--- src/rtl/reg_release_if.sv ---
// reg_release_if: commit-side release inputs and free-list write port bundle.
interface reg_release_if #(parameter int PHYS_REGS = 64, parameter int QUEUE_DEPTH = 8);
  localparam int TAG_W = $clog2(PHYS_REGS);
  localparam int QA_W = $clog2(QUEUE_DEPTH);
  logic [2:0] commit_valid;
  logic [2:0] commit_has_dest;
  logic [2:0][TAG_W-1:0] commit_old_tag;
  logic release_ready;
  logic [TAG_W:0] fl_room;
  logic fl_recover;
  logic [2:0] fl_write_en;
  logic [2:0][TAG_W-1:0] fl_write_tag;
  logic [QA_W:0] pending_count;
  logic overflow_err;
  modport master (
    output commit_valid, commit_has_dest, commit_old_tag, fl_room, fl_recover,
    input release_ready, fl_write_en, fl_write_tag, pending_count, overflow_err
  );
  modport slave (
    input commit_valid, commit_has_dest, commit_old_tag, fl_room, fl_recover,
    output release_ready, fl_write_en, fl_write_tag, pending_count, overflow_err
  );
endinterface

--- src/rtl/reg_release_unit.sv ---
// reg_release_unit: queues freed physical tags from commit and drains up to three per cycle into the free list.
module reg_release_unit #(
  parameter int PHYS_REGS = 64,
  parameter int QUEUE_DEPTH = 8
) (
  input logic clk,
  input logic rst_n,
  reg_release_if.slave bus
);
  localparam int TAG_W = $clog2(PHYS_REGS);
  localparam int QA_W = $clog2(QUEUE_DEPTH);
  logic [TAG_W-1:0] r_q [QUEUE_DEPTH];
  logic [QA_W:0] r_rd, r_wr, w_occ;
  logic r_ovf;
  logic [2:0] w_elig;
  logic [1:0] w_off [3];
  logic [1:0] w_enq, w_lim, w_deq;
  logic w_acc;
  always_comb begin
    for (int k = 0; k < 3; k++)
      w_elig[k] = bus.commit_valid[k] & bus.commit_has_dest[k] & (|bus.commit_old_tag[k]);
    w_off[0] = 2'd0;
    w_off[1] = {1'b0, w_elig[0]};
    w_off[2] = w_off[1] + {1'b0, w_elig[1]};
    w_enq = w_off[2] + {1'b0, w_elig[2]};
    w_occ = r_wr - r_rd;
    w_acc = w_occ <= (QA_W+1)'(QUEUE_DEPTH - 3);
    w_lim = w_occ < (QA_W+1)'(3) ? w_occ[1:0] : 2'd3;
    w_deq = bus.fl_recover ? 2'd0 : bus.fl_room < (TAG_W+1)'(w_lim) ? bus.fl_room[1:0] : w_lim;
    for (int j = 0; j < 3; j++) begin
      bus.fl_write_en[j] = 2'(j) < w_deq;
      bus.fl_write_tag[j] = bus.fl_write_en[j] ? r_q[r_rd[QA_W-1:0] + QA_W'(j)] : '0;
    end
  end
  assign bus.release_ready = w_acc;
  assign bus.pending_count = w_occ;
  assign bus.overflow_err = r_ovf;
  // an overfull cycle drops the whole group so program order is never split
  always_ff @(posedge clk or negedge rst_n)
    if (!rst_n) begin
      r_rd <= '0;
      r_wr <= '0;
      r_ovf <= 1'b0;
    end else begin
      r_rd <= r_rd + (QA_W+1)'(w_deq);
      r_wr <= r_wr + (w_acc ? (QA_W+1)'(w_enq) : '0);
      r_ovf <= r_ovf | ((|w_enq) & ~w_acc);
    end
  always_ff @(posedge clk)
    for (int k = 0; k < 3; k++)
      if (w_elig[k] && w_acc) r_q[r_wr[QA_W-1:0] + QA_W'(w_off[k])] <= bus.commit_old_tag[k];
  always_ff @(posedge clk)
    if (rst_n)
      assert ((TAG_W+1)'(w_deq) <= bus.fl_room && (QA_W+1)'(w_deq) <= w_occ)
      else $warning("reg_release_unit: drain exceeds free-list room or occupancy");
endmodule

--- src/flat_wrapper.sv ---
// flat-port wrapper written by rule: the top's interface ports become plain ports
module reg_release_unit_flat 
#(
  parameter int PHYS_REGS = 64,
  parameter int QUEUE_DEPTH = 8
)
  (clk, rst_n, bus_commit_valid, bus_commit_has_dest, bus_commit_old_tag, bus_fl_room, bus_fl_recover, bus_release_ready, bus_fl_write_en, bus_fl_write_tag, bus_pending_count, bus_overflow_err);
  reg_release_if #(.PHYS_REGS(PHYS_REGS), .QUEUE_DEPTH(QUEUE_DEPTH)) bus_i ();
  input logic clk;
  input logic rst_n;
  input wire logic [$bits(bus_i.commit_valid)-1:0] bus_commit_valid;
  input wire logic [$bits(bus_i.commit_has_dest)-1:0] bus_commit_has_dest;
  input wire logic [$bits(bus_i.commit_old_tag)-1:0] bus_commit_old_tag;
  input wire logic [$bits(bus_i.fl_room)-1:0] bus_fl_room;
  input wire logic [$bits(bus_i.fl_recover)-1:0] bus_fl_recover;
  output wire logic [$bits(bus_i.release_ready)-1:0] bus_release_ready;
  output wire logic [$bits(bus_i.fl_write_en)-1:0] bus_fl_write_en;
  output wire logic [$bits(bus_i.fl_write_tag)-1:0] bus_fl_write_tag;
  output wire logic [$bits(bus_i.pending_count)-1:0] bus_pending_count;
  output wire logic [$bits(bus_i.overflow_err)-1:0] bus_overflow_err;
  assign bus_i.commit_valid = bus_commit_valid;
  assign bus_i.commit_has_dest = bus_commit_has_dest;
  assign bus_i.commit_old_tag = bus_commit_old_tag;
  assign bus_i.fl_room = bus_fl_room;
  assign bus_i.fl_recover = bus_fl_recover;
  assign bus_release_ready = bus_i.release_ready;
  assign bus_fl_write_en = bus_i.fl_write_en;
  assign bus_fl_write_tag = bus_i.fl_write_tag;
  assign bus_pending_count = bus_i.pending_count;
  assign bus_overflow_err = bus_i.overflow_err;
  reg_release_unit #(.PHYS_REGS(PHYS_REGS), .QUEUE_DEPTH(QUEUE_DEPTH)) u_core (.clk(clk), .rst_n(rst_n), .bus(bus_i));
endmodule
--- config.mk ---
export PLATFORM = sky130hd
export DESIGN_NAME = reg_release_unit_flat
export DESIGN_NICKNAME = d
export VERILOG_FILES = /design/src/rtl/reg_release_if.sv /design/src/rtl/reg_release_unit.sv /design/src/flat_wrapper.sv
export SDC_FILE = /design/constraint.sdc
export NUM_CORES = 1
export LEC_CHECK = 0
export BUFFER_PORTS_ARGS = -buffer_cell sky130_fd_sc_hd__clkbuf_2
export CORE_AREA = 3 3 148 114
export DETAILED_ROUTE_END_ITERATION = 10
export DIE_AREA = 0 0 151 117
export SYNTH_ARGS = -nofsm -noshare
export SYNTH_HDL_FRONTEND = slang
export SYNTH_SLANG_ARGS = --single-unit
--- constraint.sdc ---
create_clock -name clk -period 5.55 [get_ports clk]
set_input_delay 1.665 -clock clk [delete_from_list [all_inputs] [get_ports clk]]
set_output_delay 1.665 -clock clk [all_outputs]
set_load 0.03 [all_outputs]
==> flow_summary.toml <==
[detailed_routing]
vias_per_cell = 6.19
wl_met1_um = 8400
vias = 4913
highest_layer = "met4"
route.detailed.wl_per_inst_um = 22.5
dr_wl_met3_um = 1920
post-route-drc-count = 0
antenna_left = 0
first_pass_iters = 5
wl_met2_um = 7320
first_iter_violations = 655
totalWireLength_um = 17800

[yosys]
async_flop_share = 0.158
yosysWarnings = 0
post-synth-top-area-fraction = 0.268
synth_largest_area_cell = "edfxtp_1"
yosysUniqueCellTypes = 55
synth_area_um2 = 5380
synth_commonest_cells = "o21ai_0, edfxtp_1, nor3_1"
postSynthCellCount = 547
yosys_register_bits = 57
synth_edf_count = 48
synth_ff_type = "edfxtp_1"
yosysSeqAreaShare = 0.310
syn_area_per_cell_um2 = 9.83
synth_nets = 599
yosysMostFrequentCell = "o21ai_0"
synth.area.top_cells = "edfxtp_1, mux4_2, or3_1"

[hold_path]
hold_depth = 1
min_to = "u_core.bus.overflow_err"
hold_path.startpoint = "u_core.bus.overflow_err"
min_path_type = "register to register"

[power_and_ir_drop]
seqPwrFrac = 0.162
switching_share = 0.533
ir_worst_vdd_uv = 432
p_sw_mw = 2.31
internal-power_mw = 2.03
p_leak_nw = 2.10
power_density_nw_per_um2 = 708
combPwrFrac = 0.702
finalPower_mw = 4.34
clkPwrFrac = 0.136

[grt]
antenna_found_initial = 0
grt.overflow.total = 0
first_global_vias = 4549
grt_pass1_wl_um = 27500
grt_max_degree = 50
grt_usage = 0.205

[clocking]
root_buffer = "clkbuf_16"
cts_tree = "done"
cts_setup_buffers = 0
clockBufferDepth = 2
clk_latency_ps = 320
htree_num_levels = 3
clk_pin_slew_ps = 50
clkSinkCount = 57
holdBufCountCts = 0
cts_inserted_buffers = 9

[timing]
fin_skew_ps = 5.54
fmax_ghz = 0.189
fin_setup_tns_ps = 0
slew_viol_final = 0
worst_slack_ps = 268
hold_viol_final = 0
period_needed_ps = 5280
worst_slew_pin_slew_ps = 1110
relSlewSlack = 0.246
rsz0062_at_grt = "false"
min_period_over_period = 0.952
finalSetupViolCount = 0

[layout]
post-route-util = 0.400
n_antenna_cell = 0
synthToLayoutAreaGrowth_pct = 14.1
final_area_um2 = 6130
nFillCells = 1549
drive_gt1_frac = 0.275
nets = 636

[worst_setup_path]
reg2reg_to = "u_core.r_q[1][0]"
arrival_ps = 3620
crit_path_max_fanout = 7
rrSetupSlack_ps = 1640
cp-end-kind = "primary output"
critical_path_class = "register to primary output"
r2r_cells = 12
r2r_start = "u_core.r_wr[0]"
cp-start-kind = "register"
critical_path_required_ps = 3880

[floorplanning]
row_count = 39
io_pins = 61
core_um2 = 15300
start_util = 0.351
fp.dieH_um = 117
die_w_um = 151
die_area_um2 = 17700

[place]
place_ws_ps = 393
port_buffers = 60
dpl_cell_area_um2 = 5800
dp_hpwl_um = 13700
gp_congestion = 0.929

[run]
drv_cap = 0

[status]
status = "finished clean"
==> placed cells by master, fill, tap and decap left out, types with 9 or more instances in the layout <==
cell type  synthesis  layout
a31oi_2            9       9
a31oi_1           40      40
or3_1             46      46
nor2_1            14      14
o21ai_0           49      49
edfxtp_1          48      48
clkbuf_16          0       9
clkbuf_2           0      60
mux4_2            36      36
a21oi_1           10      10
buf_4              1      20
inv_1             18      18
ha_1              13      13
mux2i_1           18      18
nand2_1           37      37
nor3_1            48      48
==> what timing repair did <==
action	in CTS	in global routing
gates resized for setup	0	2
endpoints found under the hold margin	0	0
setup endpoints to repair	0	13
==> cells by family after synthesis <==
kind of cell	count (synthesis)	share of synthesized area
flops	57	0.310
compound gates	139	0.172
simple gates	191	0.192
xor+xnor	12	0.0196
buf+inv	76	0.0731
fa+ha+maj	18	0.0489
mux	54	0.184
==> area by class of cell <==
| class | instances | area, um2 | share of cell area |
|---|---|---|---|
| repair buffers | 81 | 470 | 0.0767 |
| multi-input cells | 414 | 3340 | 0.544 |
| well taps | 205 | 256 | 0.0418 |
| flip-flops and latches | 57 | 1670 | 0.272 |
| clock inverters | 7 | 95.1 | 0.0155 |
| inverters | 21 | 78.8 | 0.0129 |
| clock buffers | 9 | 225 | 0.0367 |
==> worst max-delay path, stage by stage, from the launching register on <==
cell and delay [ps]:
dfrtp_1 440, inv_1 120, ha_1 180, inv_1 60
fa_1 380, xnor2_1 330, o21ai_2 190, nor2_1 130
ha_1 290, and3_1 180, and4_1 230, o32ai_2 390
nor3b_1 160, clkbuf_2 220
==> per-layer routing <==
layer  GRT usage  vias to the layer above
met1       0.328                     2386
met4      0.0356                        0
li1            -                     2189
met2       0.291                      321
met5           0                        -
met3      0.0335                       17
==> per-stage QoR <==
| step | cells | hold WS [ps] |
|---|---|---|
| final | 794 | 464 |
| after global routing | 794 | 484 |
| after CTS | 794 | 468 |
| after detailed placement | 778 | 456 |
| after global placement | 778 | 451 |
| after floorplan | 547 | 498 |
==> flip-flops by register name, indices dropped and copies added (netlist names) <==
signal,flops
u_core.r_rd,4
u_core.r_wr,4
u_core.r_q,48
u_core.bus.overflow_err,1
==> power groups by stage <==
stage               Combinational (mW)  Sequential, mW  Clock [mW]
finish                            3.05           0.704       0.589
global route                      3.29           0.717       0.610
CTS                               3.02           0.703       0.591
detailed placement                3.01           0.711           0
global placement                  2.95           0.700           0
floorplan                         2.27           0.668           0
==> worst max-delay path by stage <==
stage                               start                    to  slack, ps
floorplan                  u_core.r_rd[1]  bus_fl_write_tag[12]        -80
global placement    bus_commit_old_tag[8]      u_core.r_q[0][2]        450
detailed placement         bus_fl_room[1]  bus_fl_write_tag[15]        390
CTS                        u_core.r_wr[0]  bus_fl_write_tag[15]        100
global route               u_core.r_wr[0]  bus_fl_write_tag[15]         40
finish                     u_core.r_wr[0]  bus_fl_write_tag[15]        270
No activity file was read; power rests on OpenSTA's default activity.
